==> src/rtl/mem_access_stage_pkg.sv <==
// Shared encodings for the memory-access stage: write-back select codes and
// the bus-controller FSM states.
package mem_access_stage_pkg;

    localparam logic [1:0] WB_ALU  = 2'd0;
    localparam logic [1:0] WB_DRAM = 2'd1;
    localparam logic [1:0] WB_PC4  = 2'd2;
    localparam logic [1:0] WB_EXT  = 2'd3;

    typedef enum logic [1:0] {
        ST_IDLE = 2'd0,
        ST_REQ  = 2'd1,
        ST_DONE = 2'd2
    } state_t;

endpackage

==> src/rtl/mem_access_stage_dram_req_ctrl.sv <==
// Data-RAM bus controller: request/ack handshake FSM, wait counter with
// timeout, bus-side registers and the load-data register.
module dram_req_ctrl
    import mem_access_stage_pkg::*;
#(
    parameter int TIMEOUT_CYCLES = 64
) (
    input  logic        clk,
    input  logic        rst_n,
    input  logic        start,
    input  logic        we,
    input  logic [31:0] addr,
    input  logic [31:0] wdata,
    input  logic        dram_ack,
    input  logic [31:0] dram_rdata,
    output logic        dram_req,
    output logic        dram_we,
    output logic [31:0] dram_addr,
    output logic [31:0] dram_wdata,
    output state_t      state,
    output logic [31:0] load_data,
    output logic        timeout_err
);

    localparam int CW = $clog2(TIMEOUT_CYCLES + 1);
    localparam logic [CW-1:0] CNT_MAX  = CW'(TIMEOUT_CYCLES);
    localparam logic [CW-1:0] CNT_LAST = CW'(TIMEOUT_CYCLES - 1);

    logic [CW-1:0] wait_cnt;

    // FSM with registered bus outputs; an ack outside REQ is never looked at.
    always_ff @(posedge clk or negedge rst_n) begin
        if (!rst_n) begin
            state       <= ST_IDLE;
            dram_req    <= 1'b0;
            dram_we     <= 1'b0;
            dram_addr   <= '0;
            dram_wdata  <= '0;
            load_data   <= '0;
            timeout_err <= 1'b0;
            wait_cnt    <= '0;
        end else begin
            case (state)
                ST_IDLE: begin
                    if (start) begin
                        dram_we    <= we;
                        dram_addr  <= addr;
                        dram_wdata <= wdata;
                        wait_cnt   <= '0;
                        dram_req   <= 1'b1;
                        state      <= ST_REQ;
                    end
                end
                ST_REQ: begin
                    if (wait_cnt != CNT_MAX) wait_cnt <= wait_cnt + 1'b1;
                    if (dram_ack) begin
                        load_data <= dram_rdata;
                        dram_req  <= 1'b0;
                        state     <= ST_DONE;
                    end else if (wait_cnt == CNT_LAST) begin
                        // This was the last allowed REQ cycle: give up.
                        timeout_err <= 1'b1;
                        load_data   <= '0;
                        dram_req    <= 1'b0;
                        state       <= ST_DONE;
                    end
                end
                ST_DONE: state <= ST_IDLE;
                default: state <= ST_IDLE;
            endcase
        end
    end

endmodule

==> src/rtl/mem_access_stage.sv <==
// MEM stage: decodes loads/stores, checks alignment, stalls upstream while a
// bus access is outstanding, selects write-back data and holds MEM/WB.
module mem_access_stage
    import mem_access_stage_pkg::*;
#(
    parameter int TIMEOUT_CYCLES = 64
) (
    input  logic        clk,
    input  logic        rst_n,
    input  logic        MEMDramWriteEnable,
    input  logic        MEMRegisterFileWriteEnable,
    input  logic [1:0]  MEMRegisterFileWriteSelect,
    input  logic [4:0]  MEMWriteRegister,
    input  logic [31:0] MEMPc4,
    input  logic [31:0] MEMAluResult,
    input  logic [31:0] MEMRegisterData2,
    input  logic [31:0] MEMExt,
    output logic        dram_req,
    output logic        dram_we,
    output logic [31:0] dram_addr,
    output logic [31:0] dram_wdata,
    input  logic        dram_ack,
    input  logic [31:0] dram_rdata,
    output logic        mem_stall,
    output logic        WBRegisterFileWriteEnable,
    output logic [4:0]  WBWriteRegister,
    output logic [31:0] WBWriteData,
    output logic        bus_timeout_err,
    output logic        misalign_err
);

    logic        access;
    logic        misaligned;
    logic        bus_access;
    state_t      state;
    logic [31:0] load_data;
    logic [31:0] wb_data;

    assign access     = MEMDramWriteEnable ||
                        (MEMRegisterFileWriteEnable && MEMRegisterFileWriteSelect == WB_DRAM);
    assign misaligned = |MEMAluResult[1:0];
    // Misaligned accesses never reach the bus, so they never stall.
    assign bus_access = access && !misaligned;
    assign mem_stall  = bus_access && (state != ST_DONE);

    dram_req_ctrl #(.TIMEOUT_CYCLES(TIMEOUT_CYCLES)) u_ctrl (
        .clk         (clk),
        .rst_n       (rst_n),
        .start       (bus_access),
        .we          (MEMDramWriteEnable),
        .addr        (MEMAluResult),
        .wdata       (MEMRegisterData2),
        .dram_ack    (dram_ack),
        .dram_rdata  (dram_rdata),
        .dram_req    (dram_req),
        .dram_we     (dram_we),
        .dram_addr   (dram_addr),
        .dram_wdata  (dram_wdata),
        .state       (state),
        .load_data   (load_data),
        .timeout_err (bus_timeout_err)
    );

    // Write-back source mux; load data only ever comes from the load register.
    always_comb begin
        wb_data = MEMAluResult;
        case (MEMRegisterFileWriteSelect)
            WB_ALU:  wb_data = MEMAluResult;
            WB_DRAM: wb_data = misaligned ? 32'd0 : load_data;
            WB_PC4:  wb_data = MEMPc4;
            WB_EXT:  wb_data = MEMExt;
            default: wb_data = MEMAluResult;
        endcase
    end

    // MEM/WB register: capture when running, insert a bubble while stalled.
    always_ff @(posedge clk or negedge rst_n) begin
        if (!rst_n) begin
            WBRegisterFileWriteEnable <= 1'b0;
            WBWriteRegister           <= '0;
            WBWriteData               <= '0;
        end else if (mem_stall) begin
            WBRegisterFileWriteEnable <= 1'b0;
            WBWriteRegister           <= '0;
            WBWriteData               <= '0;
        end else begin
            WBRegisterFileWriteEnable <= MEMRegisterFileWriteEnable;
            WBWriteRegister           <= MEMWriteRegister;
            WBWriteData               <= wb_data;
        end
    end

    // Sticky misalignment flag, cleared only by reset.
    always_ff @(posedge clk or negedge rst_n) begin
        if (!rst_n)                      misalign_err <= 1'b0;
        else if (access && misaligned)   misalign_err <= 1'b1;
    end

endmodule

==> config.mk <==
export PLATFORM = sky130hd
export DESIGN_NAME = mem_access_stage
export DESIGN_NICKNAME = d
export VERILOG_FILES = /design/src/rtl/mem_access_stage_pkg.sv /design/src/rtl/mem_access_stage_dram_req_ctrl.sv /design/src/rtl/mem_access_stage.sv
export SDC_FILE = /design/constraint.sdc
export NUM_CORES = 1
export LEC_CHECK = 0
export BUFFER_PORTS_ARGS = -buffer_cell sky130_fd_sc_hd__buf_2
export CORE_MARGIN = 2
export CORE_UTILIZATION = 30
export CTS_CLUSTER_DIAMETER = 50
export DETAILED_ROUTE_END_ITERATION = 6
export PLACE_DENSITY = 0.58
export SETUP_SLACK_MARGIN = 0.05
export SLEW_MARGIN = 10
export SYNTH_ARGS = -nofsm -noshare
export SYNTH_HDL_FRONTEND = slang
export SYNTH_HIERARCHICAL = 1
export SYNTH_SLANG_ARGS = --single-unit
==> constraint.sdc <==
create_clock -name clk -period 1.62 [get_ports clk]
set_clock_uncertainty 0.2 [all_clocks]
set_input_delay 0.324 -clock clk [delete_from_list [all_inputs] [get_ports clk]]
set_output_delay 0.324 -clock clk [all_outputs]
set_load 0.05 [all_outputs]
==> metrics.txt, run 1 <==
worst-skew pair later-pin latency 0.42 ns; CP Data Arrival Time 1.32 ns; share of post-route cells with drive strength above 1 53.0%; gr ovfl total 0; first-pass GRT wire length 39.4 mm; wire length on met2 14.0 mm; drt first pass iters 5; hold path startpoint MEMExt[4]; # setup viols final 106; reg-to-reg critical path startpoint u_ctrl/state[0]; synthesized area 6310 sq um; Syn Area/Cell 9.26 sq um; #FFs+latches synth 147; residual DRC count 0; crit path kind register to primary output; Cell variety after synth 34; switch share 38.6%; worst hold path type input pin to register; critical path fanouts, max 2; Port Buffers 278; commonest non-fill, non-tap cell in the layout buf_2; Routed met3 length 1.81 mm; via count 7,023; setup TNS -14.46 ns; most used flip-flop cell after synthesis dfrtp_1; CTS tree yes; post-synthesis sequential area ratio 58.3%; hold depth 3; clock period minus worst slack 1.84 ns; fmax 542 MHz; RSZ-0062 raised after global routing true; combinational group share of total power 38.1%; Crit. End Element primary output; failing checks negative setup slack; pin count of the biggest net entering global routing 38; routed wire length 28.5 mm; H-tree Lvls 4; initial antenna violation count 3; Worst-Margin Slew 0.525 ns; P_sw 0.00569 W; Max IR drop VDD 0.656 mV; Non-Filler Instances 1,435; ratio of total power to cell area 1210 nW/um^2; Top Layer Used met5; Num CTS Buffers 17; final worst setup slack -0.224 ns; Crit Reg-Reg Endpoint u_ctrl/dram_wdata[7]; Clk network pwr share 27.2%; Worst Setup SP u_ctrl/state[1]; Core Region 20,800 sq um; Area growth syn-to-layout 93.3%; Die X 149 um; die span in y 149 um; commonest non-fill, non-tap cells in the layout buf_2 (195), nand2_1 (157), dfrtp_1 (143), dlygate4sd3_1 (108), buf_4 (100); Internal 0.00907 W; hpwl dp 16.1 mm; Fin. Hold Viols 0; die area 22,200 sq um; number of core rows 53; reg2reg setup slack -0.19 ns; max_slew headroom 65.0%; Root Driver clkbuf_16; Iteration-0 DRC Markers 442; Yosys warnings 6; WL met1 11.9 mm; crit share post-route 114%; Min-Delay Endpoint WBWriteData[4]; Static Leak 5.99 nW; Total Routing Usage GR 23.5%; Max-Cap Viols 0; nets@finish 1,320; Slew Viols, Final 0; Critical Path Start Type register; num ports 279; fraction of registers with async set/reset 100%; vias in the first global route 6,956; syn nets 855; Filler Cell Count 1,703; gp weighted congestion 0.811; clock sinks 147; outcome finished, violations left; starting density of the core 30.3%; antenna-violating nets left 0; CTS max path bufs 2; Seq pwr share 34.7%; clock slew at reported path FFs 0.07 ns; Reg2Reg Depth 6; WL per Instance 19.9 um; required time of the critical path 1.10 ns; EDFF count, synth 0; Via-to-Cell Ratio 4.89; cells after synthesis 681; placed cell count 1,246
Yosys cell counts (2+ instances only):
cell	number	area [sq um]
o311ai_1	2	17.5
buf_6	2	22.5
nor3_1	25	125
a222oi_1	32	320
nand2_1	269	1010
clkbuf_2	2	10.0
o31ai_1	2	15.0
nand3_1	7	35.0
inv_1	6	22.5
nand2b_1	33	206
o211ai_1	2	15.0
nor3_2	11	110
o21ai_0	32	160
nor2b_1	7	43.8
dfrtp_1	147	3680
ha_1	2	25.0
nor2_1	36	135
buf_2	15	75.1
clkbuf_1	28	105
or3_1	4	25.0
o21bai_1	3	22.5
and3b_1	2	17.5
registers in the layout, summed over array words and instances, names as in the netlist:
register,count
u_ctrl/timeout_err,1
u_ctrl/wait_cnt,7
WBWriteData,32
misalign_err,1
u_ctrl/dram_req,1
u_ctrl/dram_addr,32
u_ctrl/dram_wdata,32
WBWriteRegister,5
u_ctrl/dram_we,1
u_ctrl/load_data,32
WBRegisterFileWriteEnable,1
u_ctrl/state,2
final cells by class:
class	count	area (sq um)	share of cell area, %
Inverter	6	22.5	0.185
Tap cell	275	344	2.82
Timing Repair Buffer	493	4250	34.8
Sequential cell	147	3680	30.2
Antenna cell	1	2.50	0.0205
Multi-Input combinational cell	481	3300	27.1
Clock buffer	22	464	3.81
Clock inverter	10	125	1.03
stage by stage:
step	total power, W	worst slack (ns)	cell area, sq um	hold slack [ns]	utilization (%)
3_5_place_dp	0.00900	-0.560	8500	0.0344	40.8
3_3_place_gp	0.00894	-0.518	8500	0.0390	40.8
4_1_cts	0.0139	-0.270	11100	0.000386	53.2
2_1_floorplan	0.00762	-0.336	6400	-0.172	-
6_report	0.0148	-0.224	12200	0.0108	58.5
5_1_grt	0.0154	-0.260	12200	0.0139	58.5
metal layers:
layer,global-route usage (%),vias to the layer above
met5,0,-
met4,7.95,4
met3,5.32,58
met2,39.9,326
met1,29.5,3424
li1,-,3211
power by group through the flow:
stage | clock network (W) | logic [W] | registers (W)
2_1_floorplan | 0 | 0.000934 | 0.00668
3_3_place_gp | 0 | 0.00398 | 0.00496
3_5_place_dp | 0 | 0.00404 | 0.00496
4_1_cts | 0.00410 | 0.00484 | 0.00493
5_1_grt | 0.00427 | 0.00591 | 0.00521
6_report | 0.00401 | 0.00562 | 0.00513
critical path, stage by stage (launching register included):
cell	delay, ns
dfrtp_2	0.39
inv_2	0.04
o221a_4	0.30
buf_8	0.16
logic make-up after synthesis:
group / Yosys count / share of synthesized area [%]
AO/OA/AOI/OAI: 76 / 9.13
adder cells (fa/ha/maj): 2 / 0.397
buffers and inverters: 53 / 3.73
flip-flops: 147 / 58.3
AND/OR/NAND/NOR: 403 / 28.4
how the worst max path moves through the flow:
stage	cells past startpoint	to	slack, ns
detailed placement	8	u_ctrl/wait_cnt[5]	-0.56
finish	3	mem_stall	-0.22
global placement	8	u_ctrl/wait_cnt[5]	-0.52
global route	3	mem_stall	-0.26
floorplan	9	u_ctrl/dram_addr[29]	-0.34
CTS	2	mem_stall	-0.27
repair_timing:
item,in CTS,in global routing
cloned,12,8
endpoints found under the hold margin,270,0
hold buffers,108,0
endpoints found under the setup margin,196,168
pin swaps,34,144
buffers inserted,14,16
gates resized for setup,176,255
Note: power is estimated with default switching activity, not from simulation.
==> inputs of run 2 (changes only) <==
--- a/config.mk
+++ b/config.mk
@@ -6,6 +6,7 @@
 export NUM_CORES = 1
 export LEC_CHECK = 0
 export BUFFER_PORTS_ARGS = -buffer_cell sky130_fd_sc_hd__buf_2
+export CORE_ASPECT_RATIO = 1.2
 export CORE_MARGIN = 2
 export CORE_UTILIZATION = 30
 export CTS_CLUSTER_DIAMETER = 50
==> metrics.txt, run 2 (synthesized netlist as in run 1, its figures left out) <==
Root Driver clkbuf_16; share of post-route cells with drive strength above 1 47.3%; WL per Instance 19.1 um; number of core rows 58; via count 6,927; Worst-Margin Slew 0.603 ns; H-tree Lvls 4; CP bufs+invs 2; RSZ-0062 raised after global routing true; worst hold path type input pin to register; Max IR drop VDD 0.760 mV; gp weighted congestion 0.824; clock sinks 147; outcome finished, violations left; starting density of the core 30.3%; commonest non-fill, non-tap cell in the layout nand2_1; final worst setup slack -0.287 ns; Num CTS Buffers 17; routed wire length 27.1 mm; # setup viols final 143; num ports 279; Die X 136 um; die span in y 163 um; failing checks design-rule violations, negative setup slack; Port Buffers 278; Critical Path, Cell by Cell buf_6 > o221a_4 > buf_12; critical path fanouts, max 2; CTS max path bufs 2; crit path kind register to primary output; Slew Viols, Final 0; Via-to-Cell Ratio 4.89; commonest non-fill, non-tap cells in the layout nand2_1 (225), buf_2 (194), dfrtp_1 (147), dlygate4sd3_1 (102), buf_4 (91); fmax 524 MHz; clock period minus worst slack 1.91 ns; Static Leak 6.02 nW; Max-Cap Viols 0; Fin. Hold Viols 0; ratio of total power to cell area 1220 nW/um^2; CTS tree yes; CP top delay family flip-flops; CP Data Arrival Time 1.38 ns; required time of the critical path 1.10 ns; slowest CP cell dfrtp_1; Filler Cell Count 1,741; first-pass GRT wire length 38.4 mm; nets@finish 1,308; final core utilization 57.8%; Area growth syn-to-layout 90.8%; hpwl dp 15.6 mm; die area 22,200 sq um; Core Region 20,800 sq um; initial antenna violation count 0; pin count of the biggest net entering global routing 42; residual DRC count 11; Iteration-0 DRC Markers 504; Inserted Diodes 0; vias in the first global route 6,881; gr ovfl total 0; Crit. End Element primary output; max_slew headroom 59.8%; antenna-violating nets left 0; setup TNS -18.75 ns; drt first pass iters 7; clock slew at reported path FFs 0.06 ns; Total Routing Usage GR 23.1%; CP max stage delay 0.41 ns; worst-skew pair later-pin latency 0.41 ns; Pwr Total 0.0147 W; Critical Path Start Type register; crit share post-route 118%
-- run 2: cell types whose count changed in the layout (fill, tap and decap cells not counted), moves of 6 or more --
cell and delta:
buf_4 -9, buf_6 -12, clkbuf_4 +10, dlygate4sd3_1 -6
nand2_1 +68, nand2_2 -46, nand2_4 -22, nor3_2 -8
nor3_4 +13
-- run 2: final cells by class --
cell class | count | area (sq um) | share of cell area (%)
clock buffers | 19 | 433 | 3.60
inverters | 6 | 22.5 | 0.187
well taps | 270 | 338 | 2.81
multi-input cells | 481 | 3140 | 26.1
flip-flops and latches | 147 | 3680 | 30.6
clock inverters | 13 | 208 | 1.73
repair buffers | 481 | 4210 | 35.0
-- run 2: power breakdown --
| group | internal (W) | switching [W] | total, W | leakage, nW |
|---|---|---|---|---|
| registers | 0.00447 | 0.000559 | 0.00503 | 1.84 |
| clock network | 0.00274 | 0.00161 | 0.00435 | 0.311 |
| logic | 0.00204 | 0.00329 | 0.00533 | 3.88 |
| total | 0.00925 | 0.00546 | 0.0147 | 6.02 |
-- run 2: through the flow --
step | std cells | area (sq um) | hold slack (ns) | worst slack, ns
after global placement | 1238 | 8460 | 0.0274 | -0.525
after global routing | 1417 | 12000 | 0.0151 | -0.327
after detailed placement | 1238 | 8460 | 0.0186 | -0.635
final | 1417 | 12000 | 0.0195 | -0.287
after floorplan | 681 | 6400 | -0.172 | -0.336
after CTS | 1414 | 11300 | 0.000626 | -0.321
-- run 2: final timing paths --
kind | startpoint | to | slack, ns | cells past startpoint
max | u_ctrl/state[0] | mem_stall | -0.29 | 3
min | MEMExt[22] | WBWriteData[22] | 0.02 | 3
max reg2reg | u_ctrl/state[0] | u_ctrl/dram_wdata[8] | -0.26 | 7
min reg2reg | u_ctrl/dram_wdata[23] | u_ctrl/dram_wdata[23] | 0.27 | 2
max in group asynchronous | rst_n | WBWriteData[14] | 0.51 | 3
min in group asynchronous | rst_n | u_ctrl/dram_wdata[30] | 0.17 | 2
-- run 2: metal layers --
layer,part of all wire [%],up-vias,GRT usage (%),wire (um)
li1,-,3189,-,-
met1,38,3353,27.3,10400
met2,52,340,41.0,14100
met3,7.1,45,5.66,1920
met4,2.6,0,7.48,713
met5,0,-,0,0
-- run 2: what timing repair did --
action                                  4_1_cts  5_1_grt
setup buffers                                26        3
endpoints found under the hold margin       258        0
endpoints found under the setup margin      184      180
cloned                                       16        4
gates resized for setup                     169      193
hold buffers                                102        0
pin swaps                                    16       78
-- run 2: tightest hold or removal path, stage by stage --
cell      delay [ns]
buf_2           0.07
a222oi_1        0.09
nor3_2          0.10
